==> src/rtl/scale_pkg.sv <==
// scale_pkg: shared state encoding and fit test for the scaler family
package scale_pkg;
  localparam int MAX_W = 64;
  typedef enum logic [1:0] {S_IDLE, S_SHIFT, S_DONE} scale_state_e;
  // True when no bit at or above out_w is set, i.e. acc fits in out_w bits.
  // Callers zero-extend their accumulator to MAX_W bits.
  function automatic logic fit_chk(input logic [MAX_W-1:0] acc, input int out_w);
    return (acc >> out_w) == '0;
  endfunction
endpackage

==> src/rtl/scale_rnd_sat.sv <==
// scale_rnd_sat: adds the round bit to a value and saturates at all ones
//   val_i [OUT_W]  truncated value
//   rnd_i          round bit (MSB shifted out)
//   y_o   [OUT_W]  rounded, saturated value
module scale_rnd_sat #(
  parameter int OUT_W = 16
) (
  input  logic [OUT_W-1:0] val_i,
  input  logic             rnd_i,
  output logic [OUT_W-1:0] y_o
);
  logic [OUT_W:0] sum;
  always_comb begin
    sum = {1'b0, val_i} + {{OUT_W{1'b0}}, rnd_i};
    y_o = sum[OUT_W] ? '1 : sum[OUT_W-1:0];
  end
endmodule

==> src/rtl/scale_iter_n.sv <==
// scale_iter_n: iterative right-shift range reducer (IN_W -> OUT_W bits, STEP bits per clock)
//   clk_i, rst_i (async, active low)
//   valid_i/data_i/ready_o  input word handshake
//   valid_o/y_o/shift_o/ready_i  result handshake (mantissa y_o, exponent shift_o)
//   SCALE_ROUND_EN: when defined, round half-up with saturation; otherwise truncate.
//   IN_W is limited to scale_pkg::MAX_W.
module scale_iter_n
  import scale_pkg::*;
#(
  parameter int IN_W  = 32,
  parameter int OUT_W = 16,
  parameter int STEP  = 2,
  parameter int SH_W  = $clog2(IN_W + STEP + 1)
) (
  input  logic             clk_i,
  input  logic             rst_i,
  input  logic             valid_i,
  input  logic [IN_W-1:0]  data_i,
  output logic             ready_o,
  output logic             valid_o,
  input  logic             ready_i,
  output logic [OUT_W-1:0] y_o,
  output logic [SH_W-1:0]  shift_o
);
  scale_state_e state_q, state_d;
  logic [IN_W-1:0] acc_q, acc_d;
  logic [SH_W-1:0] cnt_q, cnt_d, shift_q, shift_d;
  logic [OUT_W-1:0] y_q, y_d, res;
  logic fit;
`ifdef SCALE_ROUND_EN
  logic rnd_q, rnd_d;
  scale_rnd_sat #(.OUT_W(OUT_W)) u_rnd (
    .val_i(acc_q[OUT_W-1:0]),
    .rnd_i(rnd_q),
    .y_o  (res)
  );
`else
  assign res = acc_q[OUT_W-1:0];
`endif
  assign fit     = fit_chk(MAX_W'(acc_q), OUT_W);
  assign ready_o = state_q == S_IDLE;
  assign valid_o = state_q == S_DONE;
  assign y_o     = y_q;
  assign shift_o = shift_q;
  always_comb begin
    state_d = state_q;
    acc_d   = acc_q;
    cnt_d   = cnt_q;
    y_d     = y_q;
    shift_d = shift_q;
`ifdef SCALE_ROUND_EN
    rnd_d   = rnd_q;
`endif
    case (state_q)
      S_IDLE: if (valid_i) begin
        state_d = S_SHIFT;
        acc_d   = data_i;
        cnt_d   = '0;
`ifdef SCALE_ROUND_EN
        rnd_d   = 1'b0;
`endif
      end
      S_SHIFT: if (fit) begin
        state_d = S_DONE;
        y_d     = res;
        shift_d = cnt_q;
      end else begin
        acc_d = acc_q >> STEP;
        cnt_d = cnt_q + SH_W'(STEP);
`ifdef SCALE_ROUND_EN
        rnd_d = acc_q[STEP-1];
`endif
      end
      S_DONE: if (ready_i) state_d = S_IDLE;
      default: state_d = S_IDLE;
    endcase
  end
  always_ff @(posedge clk_i or negedge rst_i) begin
    if (!rst_i) begin
      state_q <= S_IDLE;
      acc_q   <= '0;
      cnt_q   <= '0;
      y_q     <= '0;
      shift_q <= '0;
`ifdef SCALE_ROUND_EN
      rnd_q   <= 1'b0;
`endif
    end else begin
      state_q <= state_d;
      acc_q   <= acc_d;
      cnt_q   <= cnt_d;
      y_q     <= y_d;
      shift_q <= shift_d;
`ifdef SCALE_ROUND_EN
      rnd_q   <= rnd_d;
`endif
    end
  end
endmodule

==> config.mk <==
export PLATFORM = sky130hd
export DESIGN_NAME = scale_iter_n
export DESIGN_NICKNAME = d
export VERILOG_FILES = /design/src/rtl/scale_pkg.sv /design/src/rtl/scale_rnd_sat.sv /design/src/rtl/scale_iter_n.sv
export SDC_FILE = /design/constraint.sdc
export NUM_CORES = 1
export LEC_CHECK = 0
export BUFFER_PORTS_ARGS = -buffer_cell sky130_fd_sc_hd__buf_2
export CAP_MARGIN = 20
export CORE_MARGIN = 2
export CORE_UTILIZATION = 50
export CTS_CLUSTER_SIZE = 25
export DETAILED_ROUTE_END_ITERATION = 7
export PLACE_DENSITY_LB_ADDON = 0.2
export SKIP_CTS_REPAIR_TIMING = 1
export SYNTH_ARGS = -nofsm -noshare
export SYNTH_HDL_FRONTEND = slang
export SYNTH_SLANG_ARGS = --single-unit
==> constraint.sdc <==
create_clock -name clk_i -period 2.1 [get_ports clk_i]
set_input_delay 0.21 -clock clk_i [delete_from_list [all_inputs] [get_ports clk_i]]
set_output_delay 0.21 -clock clk_i [all_outputs]
set_load 0.01 [all_outputs]
* Yosys cells after proc, flatten, opt, wreduce, memory -nomap -nowiden
Index checks and enable logic that the tools add are counted.
Operators by class: bitwise operators 0, multiplexer cells 10, reduce and logical (&&, ||, !) cells 6, $lt $le $gt $ge 0, equality and inequality tests 6, $add $sub $neg 1, shift-type cells 0, multiply operators 0, divide/modulo/power cells 0
Operators with widths (count):
- $logic_not A64 Y1 | 1
- $mux W32 | 2
- $pmux W32 S2 | 1
- $mux W6 | 2
- $pmux W6 S2 | 1
- $add A6 B2 Y6 const B | 1
- $mux W2 | 3
- $ne A2 B2 Y1 const B | 3
- $pmux W2 S3 | 1
- $reduce_and A3 Y1 | 2
- $eq A2 B1 Y1 const B | 1
- $eq A2 B2 Y1 const B | 1
- $logic_not A2 Y1 | 1
- $ne A2 B1 Y1 const B | 1
- $reduce_and A2 Y1 | 1
- $reduce_bool A2 Y1 | 1
Storage, ports and cells: output and inout port bits 24, RAM bits 0, bits in latches 0, flip-flop bits (word level) 62, bits in read-only memories 0, logic and storage cells 28, memories 0

* Depth between registers and ports, before layout
Gate-level depths: netlist (run 1).
depth in word-level cells 3, mapped depth 5, gate-level depth less buffers 4

* Least setup slack after synthesis (run 1)
No wires, ideal clock.
path type register to register, start register acc_q[22], end register y_q[0], in the netlist y_o[0], path buffers 1, library setup time 125 ps, setup slack 426 ps, arrival time 1549 ps, required time 1975 ps, stages on the path, launching flop included 6, path through dfrtp_1 nor4_4 nand4_4 nor2_8 buf_12 mux2_4
On the way: longest elaborated chain between the ends 2
Ends and longest elaborated chain:
- from (decl) | line scale_iter_n.sv:26 | logic [IN_W-1:0] acc_q, acc_d;
- from (signal assigned) | line scale_iter_n.sv:81 | acc_q <= '0;
- from (signal assigned) | line scale_iter_n.sv:90 | acc_q <= acc_d;
- $logic_not A64 Y1 | line scale_pkg.sv:8 | return (acc >> out_w) == '0;
- $reduce_and A2 Y1 (no source line)
- to (signal assigned) | line scale_iter_n.sv:92 | y_q <= y_d;
- to (decl) | line scale_iter_n.sv:28 | logic [OUT_W-1:0] y_q, y_d, res;
Every way passes these cells. A chain may end at the register's enable or synchronous reset.

* Worst setup path in the final report (run 1)
start register acc_q[26], end register y_q[12], in the netlist y_o[12]
The elaborated chain is that of the path after synthesis.

==> qor.yml, run 1 <==
synth:
  synth_cell_types: 34
  synthCells: 204
  syn_nets: 241
  avgSynthCellArea_um2: 13.55
  seq_area_frac_synth_pct: 54.30
  ys_warn_count: 0
  yosysTopAreaCell: "dfrtp_1"
  synth.area.top_cells: "dfrtp_1, mux2_4, a2bb2oi_1"
  syn_area_mm2: 0.002765
  synth_async_sr_flop_share_pct: 100.0
  yosys_most_used_dff: "dfrtp_1"
  synth_top_area_share_pct: 54.30
  ys_ff_latch: 60
  synth_enable_flop_cells: 0
layout:
  regArea_mm2: 0.001501
  layout.cells.non_filler: 342
  layout_common_cells: "dfrtp_1, buf_2, o22ai_1, a2bb2oi_1, mux2_4"
  fin_util_pct: 60.89
  drive_gt1_share_pct: 41.11
  finalNetCount: 303
  diodes: 0
  nFillCells: 465
  final_common_cell: "dfrtp_1"
  area_growth_pct: 19.77
  multi_input_area_mm2: 0.001131
placed_design:
  globalplace.congestion: 0.8425
  hpwlAfterDp_um: 3991
  io_buffers: 58
  dp_cells: 326
power:
  powerDensity_mw_per_mm2: 1518
  p_int_mw: 3.309
  ir_worst_vdd_mv: 0.7086
  pwr-share-comb_pct: 38.3
  swShare_pct: 34.18
  netSwitchingPower_mw: 1.719
  design_power_total_mw: 5.027
  leakagePower_nw: 1.597
  p_clk_share_pct: 19.7
  seq_power_share_pct: 42.0
timing:
  fin_crit_sh_pct: 91.16
  max_freq_ghz: 0.5224
  tightest_slew_ns: 0.5764
  rsz0062_at_grt: "no"
  setup_viol: 0
  maxSlewHeadroom_pct: 61.57
  finalSetupTns_ns: 0
  fin_skew_ns: 0.008606
  maxSlewViolCount: 0
  hold_violations: 0
  final.min_clock_period_ns: 1.914
global_route:
  grt_max_degree: 35
  antenna_found_initial: 0
  gr-total-overflow: 0
  grt_pass1_vias: 1917
  track_usage_pct: 20.66
  grt_pass1_wl_um: 9763
worst_setup_path:
  critPathMaxFanout: 9
  required_ns: 2.31
  worstSetupEndpointType: "register"
  critPathKind: "register to register"
  worstSetupStartpointType: "register"
  critPathArrivalTime_ns: 2.12
run:
  drv_cap: 0
cts:
  cts_max_path_buffers: 2
  clock-sinks: 60
  clkTransAtPathRegs_ns: 0.07
  cts_buffers: 9
  cts_tree: "yes"
  clock-root-buffer: "clkbuf_8"
  clk_latency_ns: 0.33
  htreeDepth: 3
min_path:
  holdCritPathClass: "primary input to register"
floorplan:
  die_area_mm2: 0.006141
  dieWidth_um: 78.37
  die_height_um: 78.37
  core.rowCount: 27
  core_area_mm2: 0.005439
  io_pins: 60
  start_util_pct: 50.84
detailed_routing:
  num_vias: 1987
  drc: 0
  first_iter_violations: 141
  drt-total-wl_um: 5971
  ant_nets: 0
  wl_per_cell_um: 17.46
  drtPass1Iterations: 4
  vias_per_cell: 5.810
outcome:
  outcome: "completed"
layout make-up:
class | count | share of cell area, %
clock buffers | 13 | 4.496
repair buffers | 67 | 12.01
well taps | 72 | 2.720
inverters | 2 | 0.2267
multi-input cells | 126 | 34.15
flip-flops and latches | 60 | 45.33
clock inverters | 2 | 1.058
flip-flops by register name (all words and copies together) (netlist names):
signal	cells
shift_o	5
acc_q	32
cnt_q	5
y_o	16
state_q	2
worst paths after layout:
check | start | end | slack, ns | depth (start not counted)
min | ready_i | state_q[1]$_DFFE_PN0P_ | 0.15 | 3
max | acc_q[26]$_DFFE_PN0P_ | y_o[12]$_DFFE_PN0P_ | 0.19 | 5
max in group asynchronous | rst_i | acc_q[23]$_DFFE_PN0P_ | 1.13 | 3
min reg2reg | shift_o[3]$_DFFE_PN0P_ | shift_o[3]$_DFFE_PN0P_ | 0.51 | 1
min in group asynchronous | rst_i | shift_o[5]$_DFFE_PN0P_ | 0.33 | 2
max reg2reg | acc_q[26]$_DFFE_PN0P_ | y_o[12]$_DFFE_PN0P_ | 0.19 | 5
cells by family after synthesis:
group           share of synthesized area [%]
compound gates                          19.41
fa+ha+maj                              0.4524
buf+inv                                 4.977
flops                                   54.30
mux                                     11.49
other cells                            0.1356
simple gates                            9.231
layer usage:
layer	up-vias	part of all wire, %	track usage (%)
met3	12	4.8	3.448
met1	990	48	30.66
met5	-	0	0
met4	0	1.7	9.825
met2	72	46	29.57
li1	913	-	-
power groups by stage:
stage          Clock, mW  Sequential, mW  Combinational [mW]
3_5_place_dp           0            2.13                1.92
2_1_floorplan          0            2.10                1.41
6_report           0.991            2.11                1.92
5_1_grt             1.06            2.18                2.10
4_1_cts             1.01            2.12                1.93
3_3_place_gp           0            2.11                1.87
critical path, cell delays in order (launching register included):
cell and delay (ns):
dfrtp_1 0.42, nor4_4 0.42, nand4_4 0.20, nor2_8 0.25, buf_4 0.21, mux2_4 0.30
synth_stat cells (2+ instances only):
cell and n:
a21oi_1 2, a2bb2oi_1 30, buf_12 2, buf_2 3, buf_6 4, clkbuf_1 6, dfrtp_1 60, inv_1 2
mux2_2 2, mux2_4 19, nand2_1 5, nand3_1 5, nor2_1 4, nor2b_1 5, nor4_4 4, o211ai_1 2
o21ai_0 2, o22ai_1 30, or4_1 2
stage by stage:
| step | cell area (µm²) | setup slack [ns] | hold WS, ns |
|---|---|---|---|
| after floorplan | 2765 | 0.4256 | -0.08559 |
| after global placement | 3118 | 0.2307 | 0.1572 |
| after detailed placement | 3118 | 0.1901 | 0.1583 |
| after CTS | 3302 | 0.1667 | -0.1986 |
| after global routing | 3312 | 0.08501 | 0.1548 |
| final | 3312 | 0.1856 | 0.1513 |
Note: power is estimated with default switching activity, not from simulation.
==> inputs of run 2 (changes only) <==
==> constraint.sdc (replaced) <==
create_clock -name clk_i -period 2.1 [get_ports clk_i]
set_input_delay 0 -clock clk_i [delete_from_list [all_inputs] [get_ports clk_i]]
set_output_delay 0 -clock clk_i [all_outputs]
set_load 0.01 [all_outputs]
==> run 2 against run 1 <==
Effect of this change: the run now ends with hold timing left; sequential share of layout area fell by 0.59 points; hold slack got worse by 0.19 ns; clock power fell by 2%; fmax rose by 0.32%; first-iteration DRC count fell by 24%; clock skew fell by 0.0017 ns; critical endpoint is now y_o[10]$_DFFE_PN0P_; largest cell class unchanged; largest power group unchanged.
==> qor.yml, run 2 (synthesized netlist as in run 1, its figures left out) <==
timing:
  max_freq_ghz: 0.5240  # +0.32%
  tightest_slew_ns: 0.5392  # -0.03721 ns
  setup_viol: 0  # unchanged
  finalSetupTns_ns: 0  # unchanged
  fin_crit_sh_pct: 90.87  # -0.29 points
  maxSlewHeadroom_pct: 64.05  # +2.5 points
  hold_violations: 1  # +1
  final.min_clock_period_ns: 1.908  # -0.006064 ns
  fin_skew_ns: 0.006927  # -0.001678 ns
  rsz0062_at_grt: "no"
  holdWs_ns: -0.03382  # -0.1851 ns
  maxSlewViolCount: 0  # unchanged
cts:
  htreeDepth: 3  # unchanged
  clkTransAtPathRegs_ns: 0.07  # about the same
  cts_tree: "yes"
  clock-root-buffer: "clkbuf_8"
  clock-sinks: 60  # unchanged
  cts_max_path_buffers: 2  # unchanged
  cts_buffers: 9  # unchanged
  clk_latency_ns: 0.34  # about the same
floorplan:
  start_util_pct: 50.84  # unchanged
  dieWidth_um: 78.37  # unchanged
  core_area_mm2: 0.005439  # unchanged
  io_pins: 60  # unchanged
  die_area_mm2: 0.006141  # unchanged
  die_height_um: 78.37  # unchanged
  core.rowCount: 27  # unchanged
worst_setup_path:
  crit-reg2reg-capture: "y_o[10]$_DFFE_PN0P_"
  required_ns: 2.33  # +0.02 ns
  critPathKind: "register to register"
  worstSetupStartpoint: "acc_q[22]$_DFFE_PN0P_"
  critPathMaxFanout: 9  # unchanged
  r2r_cells: 5  # unchanged
  timing.rr.start: "acc_q[22]$_DFFE_PN0P_"
  critPathArrivalTime_ns: 2.13  # about the same
  worstSetupEndpointType: "register"
  ff2ff_setup_slack_ns: 0.19  # about the same
  worstSetupStartpointType: "register"
global_route:
  antenna_found_initial: 0  # unchanged
  grt_pass1_vias: 2054  # +7.1%
  grt_max_degree: 39  # +11%
  track_usage_pct: 21.18  # +0.52 points
  grt_pass1_wl_um: 10010  # +2.5%
  gr-total-overflow: 0  # unchanged
layout:
  regArea_mm2: 0.001501  # unchanged
  diodes: 0  # unchanged
  layout_common_cells: "dfrtp_1, buf_2, o22ai_1, a2bb2oi_1, mux2_4"
  final_common_cell: "dfrtp_1"
  largest_reg_flops: 32  # unchanged
  finalNetCount: 307  # +1.3%
  layout.cells.non_filler: 347  # +1.5%
  multi_input_area_mm2: 0.001131  # unchanged
  area_growth_pct: 21.36
  nFillCells: 439  # -5.6%
  drive_gt1_share_pct: 41.82  # +0.71 points
  top_register: "acc_q"
outcome:
  violations: "hold timing"
  outcome: "complete, but fails checks"
placed_design:
  io_buffers: 58  # unchanged
  hpwlAfterDp_um: 3864  # -3.2%
  globalplace.congestion: 0.7935  # -5.8%
  dp_cells: 326  # unchanged
detailed_routing:
  dr_wl_met2_um: 2637  # -3.3%
  drt-total-wl_um: 5868  # -1.7%
  wl_met1_um: 2837  # -0.70%
  ant_nets: 0  # unchanged
  first_iter_violations: 107  # -24%
  drc: 0  # unchanged
  wl_met3_um: 337  # +17%
  vias_per_cell: 5.683  # -2.2%
  routed.top_layer: "met4"
  drtPass1Iterations: 5  # +1
  wl_per_cell_um: 16.91  # -3.1%
  num_vias: 1972  # -0.75%
min_path:
  hold_end: "acc_q[30]$_DFFE_PN0P_"
  min-delay-start: "data_i[30]"
  holdPathStages: 3  # unchanged
  holdCritPathClass: "primary input to register"
power:
  leakagePower_nw: 1.616  # +1.2%
  powerDensity_mw_per_mm2: 1488  # -2.0%
  ir_worst_vdd_mv: 0.7797  # +10%
run:
  drv_cap: 0  # unchanged
[run 2: cell types whose count changed in the layout (fill, tap and decap cells not counted), sizes merged]
cell         before  now
clkinvlp          0    1
dlygate4sd3       1    5
bufinv            1    0
clkinv            1    3
clkbuf           13   12
[run 2: worst max path at each step]
stage,endpoint,slack [ns],depth (start not counted)
finish,y_o[10]$_DFFE_PN0P_,0.19,5
detailed placement,y_o[10]$_DFFE_PN0P_,0.18,5
global route,y_o[10]$_DFFE_PN0P_,0.11,5
CTS,y_o[10]$_DFFE_PN0P_,0.17,5
floorplan,y_o[0]$_DFFE_PN0P_,0.43,5
global placement,y_o[9]$_DFFE_PN0P_,0.20,5
[run 2: layout make-up]
class,count,area share [%]
clock buffer,12,4.922
clock inverter,4,0.6711
multi-input combinational,126,33.71
tap,72,2.685
sequential,60,44.74
inverter,2,0.2237
timing repair buffer,71,13.05
[run 2: power by group]
part	internal, mW	total [mW]	leakage (nW)	switching, mW
combinational	1.07	1.91	0.770	0.842
sequential	1.66	2.11	0.748	0.442
clock	0.518	0.973	0.0982	0.454
[run 2: per-stage QoR]
| stage | utilization, % | worst slack (ns) | hold slack (ns) | power, mW | cell area (µm²) |
|---|---|---|---|---|---|
| 3_3_place_gp | 57.33 | 0.2030 | 0.009516 | 3.968 | 3118 |
| 5_1_grt | 61.70 | 0.1078 | 0.008390 | 5.333 | 3356 |
| 4_1_cts | 60.78 | 0.1679 | -0.3468 | 5.016 | 3306 |
| 6_report | 61.70 | 0.1917 | -0.03382 | 4.993 | 3356 |
| 2_1_floorplan | - | 0.4256 | -0.2956 | 3.502 | 2765 |
| 3_5_place_dp | 57.33 | 0.1761 | 0.01281 | 4.025 | 3118 |
[run 2: routing by layer]
| layer | vias up | track usage [%] |
|---|---|---|
| li1 | 924 | - |
| met1 | 983 | 30.18 |
| met4 | 0 | 5.789 |
| met5 | - | 0 |
| met3 | 7 | 7.471 |
| met2 | 58 | 30.95 |
[run 2: critical path, cell delays in order, from the launching register on]
cell and delay [ns]:
dfrtp_1 0.42, nor4_4 0.40, nand4_4 0.21, nor2_8 0.25
buf_4 0.21, mux2_4 0.30
==> inputs of run 3 (changes only) <==
--- a/config.mk
+++ b/config.mk
@@ -5,12 +5,13 @@
 export SDC_FILE = /design/constraint.sdc
 export NUM_CORES = 1
 export LEC_CHECK = 0
-export BUFFER_PORTS_ARGS = -buffer_cell sky130_fd_sc_hd__buf_2
+export BUFFER_PORTS_ARGS = -buffer_cell sky130_fd_sc_hd__buf_4
 export CAP_MARGIN = 20
 export CORE_MARGIN = 2
 export CORE_UTILIZATION = 50
 export CTS_CLUSTER_SIZE = 25
 export DETAILED_ROUTE_END_ITERATION = 7
+export GPL_ROUTABILITY_DRIVEN = 0
 export PLACE_DENSITY_LB_ADDON = 0.2
 export SKIP_CTS_REPAIR_TIMING = 1
 export SYNTH_ARGS = -nofsm -noshare
==> run 3 against run 2 <==
Effect of this change: the flow still finishes with violations (hold timing); combinational power up 5%; final area grew 4.0%; wire length is 0.46% lower; utilization up 2.5 points.
==> qor.yml, run 3 (synthesized netlist as in run 1, its figures left out) <==
timing:
  finalSetupTns_ns: 0  # unchanged
  holdWs_ns: -0.01620  # +0.01763 ns
  maxSlewViolCount: 0  # unchanged
  setup_viol: 0  # unchanged
  final.min_clock_period_ns: 1.919  # +0.01073 ns
  tightest_slew_ns: 0.7345  # +0.1953 ns
  fin_skew_ns: 0.01023  # +0.003302 ns
  max_freq_ghz: 0.5211  # -0.56%
  hold_violations: 5  # +4
  fin_crit_sh_pct: 91.38  # +0.51 points
  maxSlewHeadroom_pct: 51.03  # -13 points
  rsz0062_at_grt: "no"
outcome:
  violations: "hold timing"
  outcome: "complete, but fails checks"
min_path:
  holdPathStages: 3  # unchanged
  holdCritPathClass: "primary input to register"
global_route:
  gr-total-overflow: 0  # unchanged
  antenna_found_initial: 0  # unchanged
  grt_max_degree: 61  # +56%
  grt_pass1_vias: 1894  # -7.8%
  grt_pass1_wl_um: 9473  # -5.4%
  track_usage_pct: 20.29  # -0.89 points
cts:
  clk_latency_ns: 0.34  # about the same
  cts_tree: "yes"
  clkTransAtPathRegs_ns: 0.07  # about the same
  cts_max_path_buffers: 2  # unchanged
  cts_buffers: 9  # unchanged
  clock-root-buffer: "clkbuf_8"
  htreeDepth: 3  # unchanged
  clock-sinks: 60  # unchanged
floorplan:
  core.rowCount: 27  # unchanged
  core_area_mm2: 0.005439  # unchanged
  start_util_pct: 50.84  # unchanged
  die_area_mm2: 0.006141  # unchanged
  die_height_um: 78.37  # unchanged
  io_pins: 60  # unchanged
  dieWidth_um: 78.37  # unchanged
layout:
  layout_common_cells: "buf_4, dfrtp_1, o22ai_1, a2bb2oi_1, mux2_4"
  final_common_cell: "buf_4"
  drive_gt1_share_pct: 41.82  # unchanged
  largest_reg_flops: 32  # unchanged
  top_register: "acc_q"
  nFillCells: 417  # -5.0%
  diodes: 0  # unchanged
  finalNetCount: 307  # unchanged
  layout.cells.non_filler: 347  # unchanged
  area_growth_pct: 26.24
power:
  leakagePower_nw: 1.649  # +2.0%
  powerDensity_mw_per_mm2: 1470  # -1.2%
  ir_worst_vdd_mv: 0.7454  # -4.4%
worst_setup_path:
  cp-endpoint: "y_o[3]$_DFFE_PN0P_"
  crit-reg2reg-capture: "y_o[3]$_DFFE_PN0P_"
  required_ns: 2.32  # about the same
  critPathKind: "register to register"
  worstSetupEndpointType: "register"
  timing.rr.start: "acc_q[22]$_DFFE_PN0P_"
  ff2ff_setup_slack_ns: 0.18  # about the same
  critPathMaxFanout: 10  # +1
  r2r_cells: 5  # unchanged
  critPathArrivalTime_ns: 2.14  # about the same
  worstSetupStartpoint: "acc_q[22]$_DFFE_PN0P_"
  worstSetupStartpointType: "register"
placed_design:
  hpwlAfterDp_um: 3851  # -0.33%
  dp_cells: 326  # unchanged
  io_buffers: 58  # unchanged
run:
  drv_cap: 0  # unchanged
detailed_routing:
  first_iter_violations: 100  # -6.5%
  drc: 0  # unchanged
  wl_per_cell_um: 16.83  # -0.46%
  vias_per_cell: 5.660  # -0.41%
  num_vias: 1964  # -0.41%
  ant_nets: 0  # unchanged
  drtPass1Iterations: 4  # -1
  drt-total-wl_um: 5841  # -0.46%
## run 3: changes by cell type in the layout (fill, tap and decap cells not counted), sizes merged
cell	change
clkbuf	-3
bufinv	+1
clkinv	+1
inv	+1
## run 3: how the worst min path moves through the flow
stage | to | startpoint | slack [ns]
after floorplan | acc_q[0]$_DFFE_PN0P_ | rst_i | -0.30
after global placement | shift_o[2]$_DFFE_PN0P_ | rst_i | 0.12
after detailed placement | shift_o[3]$_DFFE_PN0P_ | rst_i | 0.12
after CTS | acc_q[0]$_DFFE_PN0P_ | rst_i | -0.25
after global routing | acc_q[14]$_DFFE_PN0P_ | data_i[14] | 0.003
final | acc_q[8]$_DFFE_PN0P_ | data_i[8] | -0.02
## run 3: layer usage
| layer | wire length [µm] | up-vias | track usage [%] |
|---|---|---|---|
| li1 | - | 925 | - |
| met1 | 2716 | 966 | 28.73 |
| met2 | 2700 | 63 | 29.22 |
| met3 | 317 | 10 | 5.862 |
| met4 | 106 | 0 | 8.596 |
| met5 | 0 | - | 0 |
## run 3: final cells by class
type	count	area, µm²	area share, %
clock buffer	9	123.9	3.548
timing repair buffer	71	570.5	16.34
inverter	2	7.507	0.2151
sequential	60	1501	43.01
multi-input combinational	126	1131	32.40
tap	72	90.09	2.581
clock inverter	7	66.31	1.900
## run 3: through the flow
step	setup WS (ns)	hold WS (ns)	util [%]	power, mW	instance area, µm²
final	0.1809	-0.01620	64.18	5.131	3491
after floorplan	0.4256	-0.2956	-	3.502	2765
after global routing	0.08419	0.002855	64.18	5.459	3491
after global placement	0.2071	0.1152	59.77	4.087	3251
after detailed placement	0.1743	0.1155	59.77	4.140	3251
after CTS	0.1552	-0.2538	63.26	5.164	3441
## run 3: where the power goes
| part | total, mW | leakage [nW] | internal (mW) | switching (mW) |
|---|---|---|---|---|
| registers | 2.12 | 0.748 | 1.66 | 0.451 |
| clock network | 1.00 | 0.0992 | 0.543 | 0.460 |
| logic | 2.01 | 0.802 | 1.18 | 0.833 |
| total | 5.13 | 1.65 | 3.39 | 1.74 |
## run 3: worst max-delay path: stages, from the launching register on
cell and delay (ns):
dfrtp_1 0.42, nor4_4 0.41, nand4_4 0.21, nor2_8 0.25
buf_12 0.19, mux2_4 0.31
